File: src/rtl/uart_tx_feeder.sv
// Host-side feeder for the Uart8 transmitter: queues bytes in a FIFO and launches them one at a
// time, handshaking txStart against txBusy/txDone and enforcing an idle gap between bytes.
module uart_tx_feeder #(
   parameter int DEPTH         = 8,
   parameter int START_TIMEOUT = 4096,
   parameter int GAP_CYCLES    = 16
) (
   input  logic                     clk,
   input  logic                     reset,
   input  logic                     en,
   input  logic                     wrValid,
   input  logic [7:0]               wrData,
   output logic                     wrReady,
   output logic [$clog2(DEPTH):0]   level,
   output logic                     txEn,
   output logic                     txStart,
   output logic [7:0]               txByte,
   input  logic                     txBusy,
   input  logic                     txDone,
   output logic                     sent,
   output logic                     timeoutErr
);

   localparam int PTR_W   = $clog2(DEPTH);
   localparam int CNT_W   = PTR_W + 1;
   localparam int TIMER_W = $clog2(START_TIMEOUT) + 1;
   localparam int GAP_W   = $clog2(GAP_CYCLES + 2);

   localparam logic [CNT_W-1:0]   FULL_COUNT = CNT_W'(DEPTH);
   localparam logic [TIMER_W-1:0] TIMER_LAST = TIMER_W'(START_TIMEOUT - 1);
   localparam logic [GAP_W-1:0]   GAP_LAST   = (GAP_CYCLES == 0) ? '0 : GAP_W'(GAP_CYCLES - 1);

   typedef enum logic [1:0] {
      IDLE  = 2'd0,
      START = 2'd1,
      BUSY  = 2'd2,
      GAP   = 2'd3
   } stateType;

   stateType state, stateNext;

   logic [7:0]         mem [DEPTH];
   logic [PTR_W-1:0]   rdPtr, wrPtr;
   logic [CNT_W-1:0]   count;
   logic [TIMER_W-1:0] timer, timerNext;
   logic [GAP_W-1:0]   gapCnt, gapCntNext;
   logic [7:0]         txByteNext;
   logic               txStartNext, sentNext, timeoutErrNext;
   logic               doWrite, doPop;

   assign wrReady = (count != FULL_COUNT);
   assign level   = count;
   assign txEn    = en & ~reset;
   assign doWrite = wrValid & wrReady;

   always_ff @(posedge clk) begin
      if (reset) state <= IDLE;
      else       state <= stateNext;
   end

   // Dropping en abandons the byte in flight wherever the FSM is; the FIFO is left untouched.
   always_comb begin
      stateNext      = state;
      timerNext      = timer;
      gapCntNext     = gapCnt;
      txStartNext    = txStart;
      txByteNext     = txByte;
      sentNext       = 1'b0;
      timeoutErrNext = 1'b0;
      doPop          = 1'b0;
      if (!en) begin
         stateNext   = IDLE;
         txStartNext = 1'b0;
         timerNext   = '0;
         gapCntNext  = '0;
      end else begin
         case (state)
            IDLE: begin
               if (count != '0) begin
                  doPop       = 1'b1;
                  txByteNext  = mem[rdPtr];
                  txStartNext = 1'b1;
                  timerNext   = '0;
                  stateNext   = START;
               end
            end
            START: begin
               // A txDone here means txBusy was missed; the byte still completed.
               if (txDone) begin
                  txStartNext = 1'b0;
                  sentNext    = 1'b1;
                  gapCntNext  = '0;
                  stateNext   = GAP;
               end else if (txBusy) begin
                  txStartNext = 1'b0;
                  stateNext   = BUSY;
               end else if (timer == TIMER_LAST) begin
                  txStartNext    = 1'b0;
                  timeoutErrNext = 1'b1;
                  gapCntNext     = '0;
                  stateNext      = GAP;
               end else begin
                  timerNext = timer + 1'b1;
               end
            end
            BUSY: begin
               if (txDone || !txBusy) begin
                  sentNext   = 1'b1;
                  gapCntNext = '0;
                  stateNext  = GAP;
               end
            end
            GAP: begin
               if (GAP_CYCLES == 0 || gapCnt == GAP_LAST) stateNext = IDLE;
               else                                       gapCntNext = gapCnt + 1'b1;
            end
            default: stateNext = IDLE;
         endcase
      end
   end

   always_ff @(posedge clk) begin
      if (reset) begin
         count      <= '0;
         rdPtr      <= '0;
         wrPtr      <= '0;
         timer      <= '0;
         gapCnt     <= '0;
         txStart    <= 1'b0;
         txByte     <= 8'h00;
         sent       <= 1'b0;
         timeoutErr <= 1'b0;
      end else begin
         timer      <= timerNext;
         gapCnt     <= gapCntNext;
         txStart    <= txStartNext;
         txByte     <= txByteNext;
         sent       <= sentNext;
         timeoutErr <= timeoutErrNext;
         if (doWrite) wrPtr <= wrPtr + 1'b1;
         if (doPop)   rdPtr <= rdPtr + 1'b1;
         case ({doWrite, doPop})
            2'b10:   count <= count + 1'b1;
            2'b01:   count <= count - 1'b1;
            default: count <= count;
         endcase
      end
   end

   // Storage carries data only, so it is not cleared; the pointers define what is valid.
   always_ff @(posedge clk) begin
      if (doWrite) mem[wrPtr] <= wrData;
   end

endmodule

File: config.mk
export PLATFORM = sky130hd
export DESIGN_NAME = uart_tx_feeder
export DESIGN_NICKNAME = d
export VERILOG_FILES = /design/src/rtl/uart_tx_feeder.sv
export SDC_FILE = /design/constraint.sdc
export NUM_CORES = 1
export LEC_CHECK = 0
export CAP_MARGIN = 20
export CORE_UTILIZATION = 50
export CTS_CLUSTER_DIAMETER = 50
export DETAILED_ROUTE_END_ITERATION = 10
export PLACE_DENSITY = 0.74
export SLEW_MARGIN = 40
export SYNTH_ARGS = -nofsm -noshare
export SYNTH_HDL_FRONTEND = slang
export SYNTH_SLANG_ARGS = --single-unit
export TNS_END_PERCENT = 100
File: constraint.sdc
create_clock -name clk -period 3.46 [get_ports clk]
set_clock_uncertainty 0.1 [all_clocks]
set_input_delay 0.692 -clock clk [delete_from_list [all_inputs] [get_ports clk]]
set_output_delay 0.692 -clock clk [all_outputs]
set_load 0.005 [all_outputs]
==> reports/qor.csv <==
stage;metric;value;unit
status;outcome;completed;
setup_path;crit path launch type;primary input;
clocking;clk root buf;clkbuf_8;
clocking;Max clock buf depth;2;
power;P_int;2300;uW
placement;Port Buffers;30;
drt;DRC errors left;0;
worst_hold_path;WHS Endpoint;timer[11];
power;combinational group share of total power;0.296;
setup_path;reg-to-reg critical path endpoint;level[3];
synth;post-synthesis compound-gate area fraction;0.0936;
synth;Distinct cells, synth;52;
worst_hold_path;WHS Path Cells;1;
global_routing;first-pass GRT wire length;14000;microns
job;maxcap violations;0;
synth;post-synthesis register bit count;105;
worst_hold_path;Worst Hold Launch;timer[11];
setup_path;crit-path cells;clkdlybuf4s50_1 > nand2b_4 > inv_2 > clkdlybuf4s50_1;
synth;synthesized area;0.00451;sq mm
floorplanning;number of I/O pins;31;
sta;WHS;357;ps
synth;share of the synthesized area in the top cell type;0.426;
worst_hold_path;Hold Crit Class;reg -> reg;
synth;Area contributors post-synth;edfxtp_1 43%, dfxtp_1 18%, mux4_2 8.0%, ha_1 3.6%, nor2_1 2.8%;
sta;RSZ-0062 raised after global routing;no;
sta;minimum clock period;2780;ps
placement;post-DP HPWL;5620;microns
synth;syn avg cell area;13.2;sq um
clocking;Clock Sink Count;105;
floorplanning;row count;34;
floorplanning;chip width;96.9;microns
setup_path;R2R depth;9;
sta;relative slew slack;0.578;
setup_path;worst reg2reg setup slack;760;ps
floorplanning;die footprint;0.00940;sq mm
sta;max frequency;0.360;GHz
setup_path;launching point of the worst reg2reg path;level[0];
setup_path;crit path max fanout;10;
global_routing;initial antenna violation count;0;
final_layout;fraction of layout cells with a size suffix above 1;0.139;
synth;Synth Area in XOR/XNOR;0.0136;
setup_path;Critical Path RT;2670;ps
final_layout;fin area;0.00518;sq mm
synth;Mapped Nets;370;
drt;DRT antenna net count;0;
drt;vias;2866;
final_layout;number of antenna diodes;0;
sta;Slew @ Worst Pin;632;ps
global_routing;overflow left after global routing;0;
power;sw frac;0.313;
setup_path;Worst Setup Path Type;in -> out;
floorplanning;Die H;96.9;microns
clocking;# H-tree levels;3;
sta;final worst-path cycle share;0.803;
floorplanning;core footprint;0.00872;sq mm
global_routing;GRT Util Overall;0.191;
synth;cells after synthesis;342;
sta;final setup violating endpoints;0;
clocking;post-CTS resize count;0;
synth;Post-synth top cells;64 x edfxtp_1, 41 x dfxtp_1, 34 x nor2_1;
floorplanning;initial core utilization;0.517;
synth;largest family of logic cells by synthesized area;simple AND/OR/NAND/NOR gates;
synth;Ys Warns;0;
synth;sequential element share of the synthesized area;0.609;
power;power share of the clock group;0.243;
setup_path;critical path endpoint category;output pin;
power;Max VDD drop;0.000380;V
final_layout;area grow syn2layout;14.9;%
synth;mux share of post-synthesis cell area;0.105;
synth;fraction of registers with async set/reset;0;
sta;Hold Vio Cnt, Final;0;
global_routing;number of global-route vias before repair;2812;
synth;Synth Flop Type;edfxtp_1;
sta;Sum Neg Setup Slack;0;ps
synth;Synth Area in Adders;0.0405;
final_layout;Final nets;411;
setup_path;Critical Path AT;1990;ps
synth;count leader, synth;edfxtp_1;
final_layout;fillcell total;680;
setup_path;Slowest-stage cell, CP;clkdlybuf4s50_1;
clocking;Reg clk slew, reported paths;100;ps
clocking;worst skew pair latency;370;ps
power;Sw Pwr;1050;uW
synth;Simple-Gate Fraction of Synth Area;0.116;
sta;Slew Limit Fails;0;
power;P_leak;0.00179;uW
setup_path;cell repeated most along the worst path;clkdlybuf4s50_1;
global_routing;largest net degree at the start of global routing;21;
drt;DRC marker count from the first detailed-route iteration;153;
drt;final WL;8430;microns
clocking;CTS buffer count;9;
power;sequential share of power;0.461;
drt;drt wl/cell;17.0;microns
drt;DR vias/cell;5.78;
clocking;Post-CTS Hold Fix Bufs;0;
clocking;number of setup buffers added after CTS;0;
placement;GPL Wtd Cong;0.834;
placement;DP Area;0.00496;sq mm
setup_path;CP peak stage delay;550;ps
synth;EDFF count, synth;64;
drt;drt first pass iters;4;
synth;largest area contributor in the netlist;edfxtp_1;
clocking;CTS tree;done;
power;PD cells;648;mW/mm^2
routing by layer:
layer	wire (microns)	vias to the layer above	track usage
met4	170	0	0.0654
met3	342	18	0.0484
met5	0	-	0
met1	3720	1407	0.247
li1	-	1385	-
met2	4190	56	0.315
worst max path at each step:
stage | start | end | slack [ps] | depth (start not counted)
final | en | txEn | 680 | 4
after global routing | level[0] | level[3] | 560 | 9
after CTS | en | txEn | 680 | 4
after detailed placement | wrValid | level[3] | 380 | 9
after global placement | en | level[3] | 510 | 10
after floorplan | en | level[3] | 870 | 10
flip-flops by register name (all words and copies together) (netlist names):
register,flops
wrPtr,3
timer,13
state,2
txByte,8
txStart,1
level,4
rdPtr,3
mem,64
timeoutErr,1
sent,1
gapCnt,5
per-stage QoR:
stage	cells	utilization	worst slack [ps]	total power, uW
floorplan	342	-	874	2240
global placement	480	0.569	513	2540
detailed placement	480	0.569	383	2570
CTS	496	0.593	681	3390
global route	496	0.594	561	3550
finish	496	0.594	682	3350
power groups by stage:
stage / logic [uW] / registers [uW] / clock network (uW)
floorplan: 695 / 1550 / 0
global placement: 976 / 1570 / 0
detailed placement: 997 / 1570 / 0
CTS: 1000 / 1550 / 839
global route: 1100 / 1560 / 884
finish: 991 / 1550 / 816
final cells by class:
class                      instances  area (sq um)  share of cell area
inverter                          11          41.3             0.00798
multi-input combinational        215          1660               0.321
sequential                       105          2740               0.530
timing repair buffer              41           383              0.0740
clock inverter                     7          88.8              0.0172
clock buffer                       9           124              0.0239
tap                              108           135              0.0261
cells in the final DEF (no fill, tap or decap), types with 6 or more instances in the layout:
| cell | netlist | routed |
|---|---|---|
| o21ai_1 | 7 | 7 |
| edfxtp_1 | 64 | 64 |
| nand3_1 | 6 | 6 |
| nor2_1 | 34 | 34 |
| nor3_1 | 7 | 7 |
| mux4_2 | 16 | 16 |
| inv_1 | 10 | 10 |
| ha_1 | 13 | 13 |
| buf_4 | 1 | 11 |
| nand4_1 | 6 | 6 |
| dfxtp_1 | 41 | 40 |
| clkbuf_8 | 0 | 9 |
| nand2_1 | 19 | 19 |
| mux2i_1 | 9 | 9 |
| o21ai_0 | 14 | 14 |
| a21oi_1 | 19 | 19 |
| a211oi_1 | 10 | 10 |
| clkdlybuf4s50_1 | 0 | 30 |
cell families (layout without fill, tap and decap cells):
family                   after synthesis  after routing
buffers and inverters                 22             68
AND/OR/NAND/NOR                       99             99
AO/OA/AOI/OAI                         68             68
multiplexers                          27             27
flip-flops                           105            105
XOR/XNOR                               7              7
adder cells (fa/ha/maj)               14             14
critical path: cells and delay by family:
kind / cells / cell delay [ps]
and+or+nand+nor: 1 / 120
buffers and inverters: 3 / 1170
Note: power is estimated with default switching activity, not from simulation.
==> variant 1 (config.mk and constraints unchanged) <==
Change the parameter `GAP_CYCLES` from 16 to 8.
--- a/src/rtl/uart_tx_feeder.sv
+++ b/src/rtl/uart_tx_feeder.sv
@@ -5,3 +5,3 @@
    parameter int START_TIMEOUT = 4096,
-   parameter int GAP_CYCLES    = 16
+   parameter int GAP_CYCLES    = 8
 ) (
Behaviour: no difference found for any inputs over 10 cycles, from zero or initial values and one cycle with reset high; that may be too few to reach the edited logic, so the function may still have changed.
==> variant 1 against the original RTL <==
Cell count up 6.0%; final area up 4.7%; worst hold slack better by 0.030 ns; sequential cell count down 1; via count up 11%; area after synthesis up 5.1%; synthesized cell count up 11%; wire length up 8.9%; total power up 1.2%; setup slack worse by 0.29 ns; largest cell class unchanged; largest power group unchanged; highest routed layer unchanged.
==> variant 1: results (changes against the original RTL) <==
run_status:
  outcome: "finished clean"
drt:
  drt_wl_total_um: 9180  # +8.9%
  vias: 3191  # +11%
  routedWlPerCell_um: 17.45  # +2.7%
  drt_iter0_markers: 156  # +2.0%
global_routing:
  grt_first_pass_wirelength_um: 15410  # +10%
  grt_use_total_pct: 20.30  # +1.2 points
  grt_max_degree: 25  # +19%
  grt_pass1_vias: 3055  # +8.6%
  antenna_found_initial: 0  # unchanged
timing:
  min_period_over_period_pct: 88.69  # +8.4 points
  timing.slew.headroom_pct: 47.73  # -10 points
cts:
  cts_resized: 0  # unchanged
  h-tree-depth: 3  # unchanged
  postCtsSetupRepairBufs: 0  # unchanged
final_layout:
  fin_util_pct: 58.91  # -0.44 points
  fillers: 736  # +8.2%
  drive_above_1_share_pct: 14.22  # +0.30 points
  final_nets: 437  # +6.3%
logic_synthesis:
  synthTopCellsByArea: "edfxtp_1, dfxtp_1, mux4_2"
  avgSynthCellArea_sq_um: 12.50  # -5.1%
  synth_fp_nets: 406  # +9.7%
  ys_types: 60  # +15%
  synth_common_cells: "edfxtp_1, dfxtp_1, nor2_1, nand2_1, mux4_2"
  synth_fa_ha_area_share_pct: 3.591  # -0.46 points
  synthXorXnorAreaFrac_pct: 1.109  # -0.25 points
  async_flop_share_pct: 0  # unchanged
  synth_compound_area_share_pct: 11.65  # +2.3 points
  synthMuxAreaShare_pct: 10.38  # -0.12 points
critical_path:
  crit_fanout: 7  # -3
  max_stage_delay_ns: 0.76  # +0.21 ns
  arrival_ns: 3.23  # +1.24 ns
  cp_slowest_cell: "or4b_2"
  timing.critical_path.to: "level[3]$_SDFFE_PP0P_"
  reg2reg_slack_ns: 0.39  # -0.37 ns
  cp_top_family: "simple AND/OR/NAND/NOR gates"
  startpoint_type: "flop"
  reg2regPathDepth: 8  # -1
hold_path:
  hold-path-cell-count: 2  # +1
  holdPathEnd: "timer[12]$_SDFFE_PN0P_"
  min_from: "timer[12]$_SDFFE_PN0P_"
  holdCritPathClass: "flop to flop"
pwr:
  p_leak_nw: 1.805  # +1.1%
  ir_drop_mv: 0.2588  # -32%
placement:
  dp_hpwl_um: 6117  # +8.8%
  placed_cells: 510  # +6.3%
  dpl_cell_area_sq_um: 5210  # +5.0%
  gp_congestion: 0.8025  # -3.8%
  pre_cts_ws_ns: 0.3055  # -0.07732 ns
-- variant 1: cell types whose count changed after synthesis, sizes merged, moves of 6 or more --
cell    unedited run  this run
nand2             19        26
nand3              6        12
a21oi             20         9
o21ai             21        12
clkbuf             5        14
buf                6        13
-- variant 1: power breakdown --
group | switching [mW] | internal, mW
Clock | 0.457 | 0.291
Combinational | 0.577 | 0.526
Sequential | 0.102 | 1.44
Total | 1.14 | 2.26
-- variant 1: area by class of cell --
type	count	share of cell area [%]
clock buffers	9	2.286
clock inverters	7	1.547
well taps	111	2.564
inverters	11	0.7621
repair buffers	47	7.898
multi-input cells	237	34.69
flip-flops and latches	104	50.25
-- variant 1: layer usage --
metal	track usage [%]	routed length [um]
met3	2.811	278
met1	26.20	4013
met4	6.900	102
met5	0	0
met2	35.31	4787
-- variant 1: worst min-delay path: stages, from the launching register on --
cell     delay (ns)
dfxtp_1        0.34
nand2_1        0.07
a21oi_1        0.04
==> variant 2 (same settings) <==
Without the edit above. Encoding of `stateType`: now Gray code (2 bits for 4 states).
--- a/src/rtl/uart_tx_feeder.sv
+++ b/src/rtl/uart_tx_feeder.sv
@@ -33,6 +33,6 @@
    typedef enum logic [1:0] {
-      IDLE  = 2'd0,
-      START = 2'd1,
-      BUSY  = 2'd2,
-      GAP   = 2'd3
+      IDLE  = 2'b00,
+      START = 2'b01,
+      BUSY  = 2'b11,
+      GAP   = 2'b10
    } stateType;
Function: same outputs for any inputs over 10 cycles, from zero or initial values and one cycle with reset high; not proved beyond that.
==> variant 2 against the original RTL <==
Worst hold slack improved by 0.020 ns; sequential cell count unchanged; final area increased by 1.0%; cell count decreased by 2.0%; core utilization increased by 0.33 points; die area increased by 0.84%; wire length increased by 2.9%; critical path depth increased by 4; area after synthesis increased by 0.86%; total power decreased by 2.3%; count of clock-buffer cells in the layout unchanged; setup slack got worse by 0.16 ns; first-iteration DRC count decreased by 31%; largest cell class unchanged; largest power group unchanged; highest routed layer unchanged.
==> variant 2: results (changes against the original RTL) <==
placement:
  placed_cells: 470  # -2.1%
  io_buffer_count: 30  # unchanged
  gp_congestion: 0.8403  # +0.78%
  dpl_cell_area_sq_um: 5000  # +0.76%
  pre_cts_ws_ns: 0.4086  # +0.02580 ns
  dp_hpwl_um: 6031  # +7.3%
final_layout:
  drive_above_1_share_pct: 17.99  # +4.1 points
  final_cells: 486  # -2.0%
  fillers: 690  # +1.5%
  final_nets: 396  # -3.6%
global_routing:
  grt_use_total_pct: 19.69  # +0.54 points
  antenna_found_initial: 0  # unchanged
  grt_first_pass_wirelength_um: 14300  # +2.1%
  grt_pass1_vias: 2892  # +2.8%
  grt_max_degree: 24  # +14%
logic_synthesis:
  synthTopCellsByArea: "edfxtp_1, dfxtp_1, mux4_2"
  synth_common_cells: "edfxtp_1, dfxtp_1, nor2_1, a21oi_1"
  synth_fp_nets: 357  # -3.5%
  yosysSeqAreaShare_pct: 60.34  # -0.52 points
  synthCells: 334  # -2.3%
  ys_types: 54  # +3.8%
  async_flop_share_pct: 0  # unchanged
  synth_top_area_share_pct: 42.28  # -0.36 points
  synth-edff-count: 64  # unchanged
critical_path:
  reg2reg_slack_ns: 0.52  # -0.24 ns
  reg2reg_to: "level[3]$_SDFFE_PP0P_"
  end_kind: "flop"
  arrival_ns: 3.11  # +1.12 ns
  crit_fanout: 7  # -3
  max_stage_delay_ns: 0.76  # +0.21 ns
  reg2regPathDepth: 8  # -1
  cp_slowest_cell: "or4b_2"
  crit_path_start: "level[0]$_SDFFE_PP0P_"
  cp_top_family: "simple AND/OR/NAND/NOR gates"
drt:
  drt_iter0_markers: 106  # -31%
  firstDrtPassIters: 4  # unchanged
  vias: 2834  # -1.1%
  routedWlPerCell_um: 17.84  # +5.0%
timing:
  tightest_slew_ns: 0.6535  # +0.02100 ns
  whs_ns: 0.3770  # +0.01952 ns
cts:
  h-tree-depth: 3  # unchanged
  clk_latency_ns: 0.38
  postCtsSetupRepairBufs: 0  # unchanged
hold_path:
  holdPathEnd: "gapCnt[4]$_SDFFE_PN0P_"
  hold-path-cell-count: 2  # +1
  min_from: "gapCnt[4]$_SDFFE_PN0P_"
pwr:
  power_switching_mw: 1.057  # +0.61%
  ir_drop_mv: 0.3341  # -12%
  p_leak_nw: 1.671  # -6.5%
run_status:
  outcome: "finished clean"
## variant 2: cell types whose count changed in the layout (fill, tap and decap cells not counted), moves of 4 or more
| cell | unedited run | this run |
|---|---|---|
| nor2_1 | 34 | 29 |
| nand3_1 | 6 | 11 |
| a211oi_1 | 10 | 1 |
| o21ai_0 | 14 | 7 |
| ha_1 | 13 | 8 |
| or3_1 | 1 | 5 |
| o21ai_1 | 7 | 0 |
| a211oi_2 | 0 | 8 |
| o31ai_1 | 1 | 5 |
## variant 2: metal layers
layer	global-route usage [%]	wire length [um]
met4	7.579	83
met2	34.34	4552
met5	0	0
met3	3.453	294
met1	24.46	3742
## variant 2: power groups by stage
stage          Combinational (mW)  Clock (mW)  Sequential, mW
6_report                    0.914       0.800            1.56
5_1_grt                      1.00       0.866            1.58
4_1_cts                     0.924       0.822            1.56
3_5_place_dp                0.921           0            1.59
3_3_place_gp                0.895           0            1.58
2_1_floorplan               0.676           0            1.53
## variant 2: cell families after synthesis
| group | share of synthesized area [%] |
|---|---|
| AO/OA/AOI/OAI | 9.690 |
| multiplexers | 10.60 |
| buffers and inverters | 2.808 |
| XOR/XNOR | 1.349 |
| AND/OR/NAND/NOR | 12.58 |
| flip-flops | 60.34 |
| adder cells (fa/ha/maj) | 2.643 |
## variant 2: final cells by class
| type | count | area (sq um) | area share (%) |
|---|---|---|---|
| Clock buffer | 9 | 123.9 | 2.368 |
| Inverter | 10 | 37.54 | 0.7177 |
| Timing Repair Buffer | 43 | 397.9 | 7.608 |
| Clock inverter | 7 | 96.34 | 1.842 |
| Tap cell | 108 | 135.1 | 2.584 |
| Multi-Input combinational cell | 204 | 1695 | 32.42 |
| Sequential cell | 105 | 2744 | 52.46 |
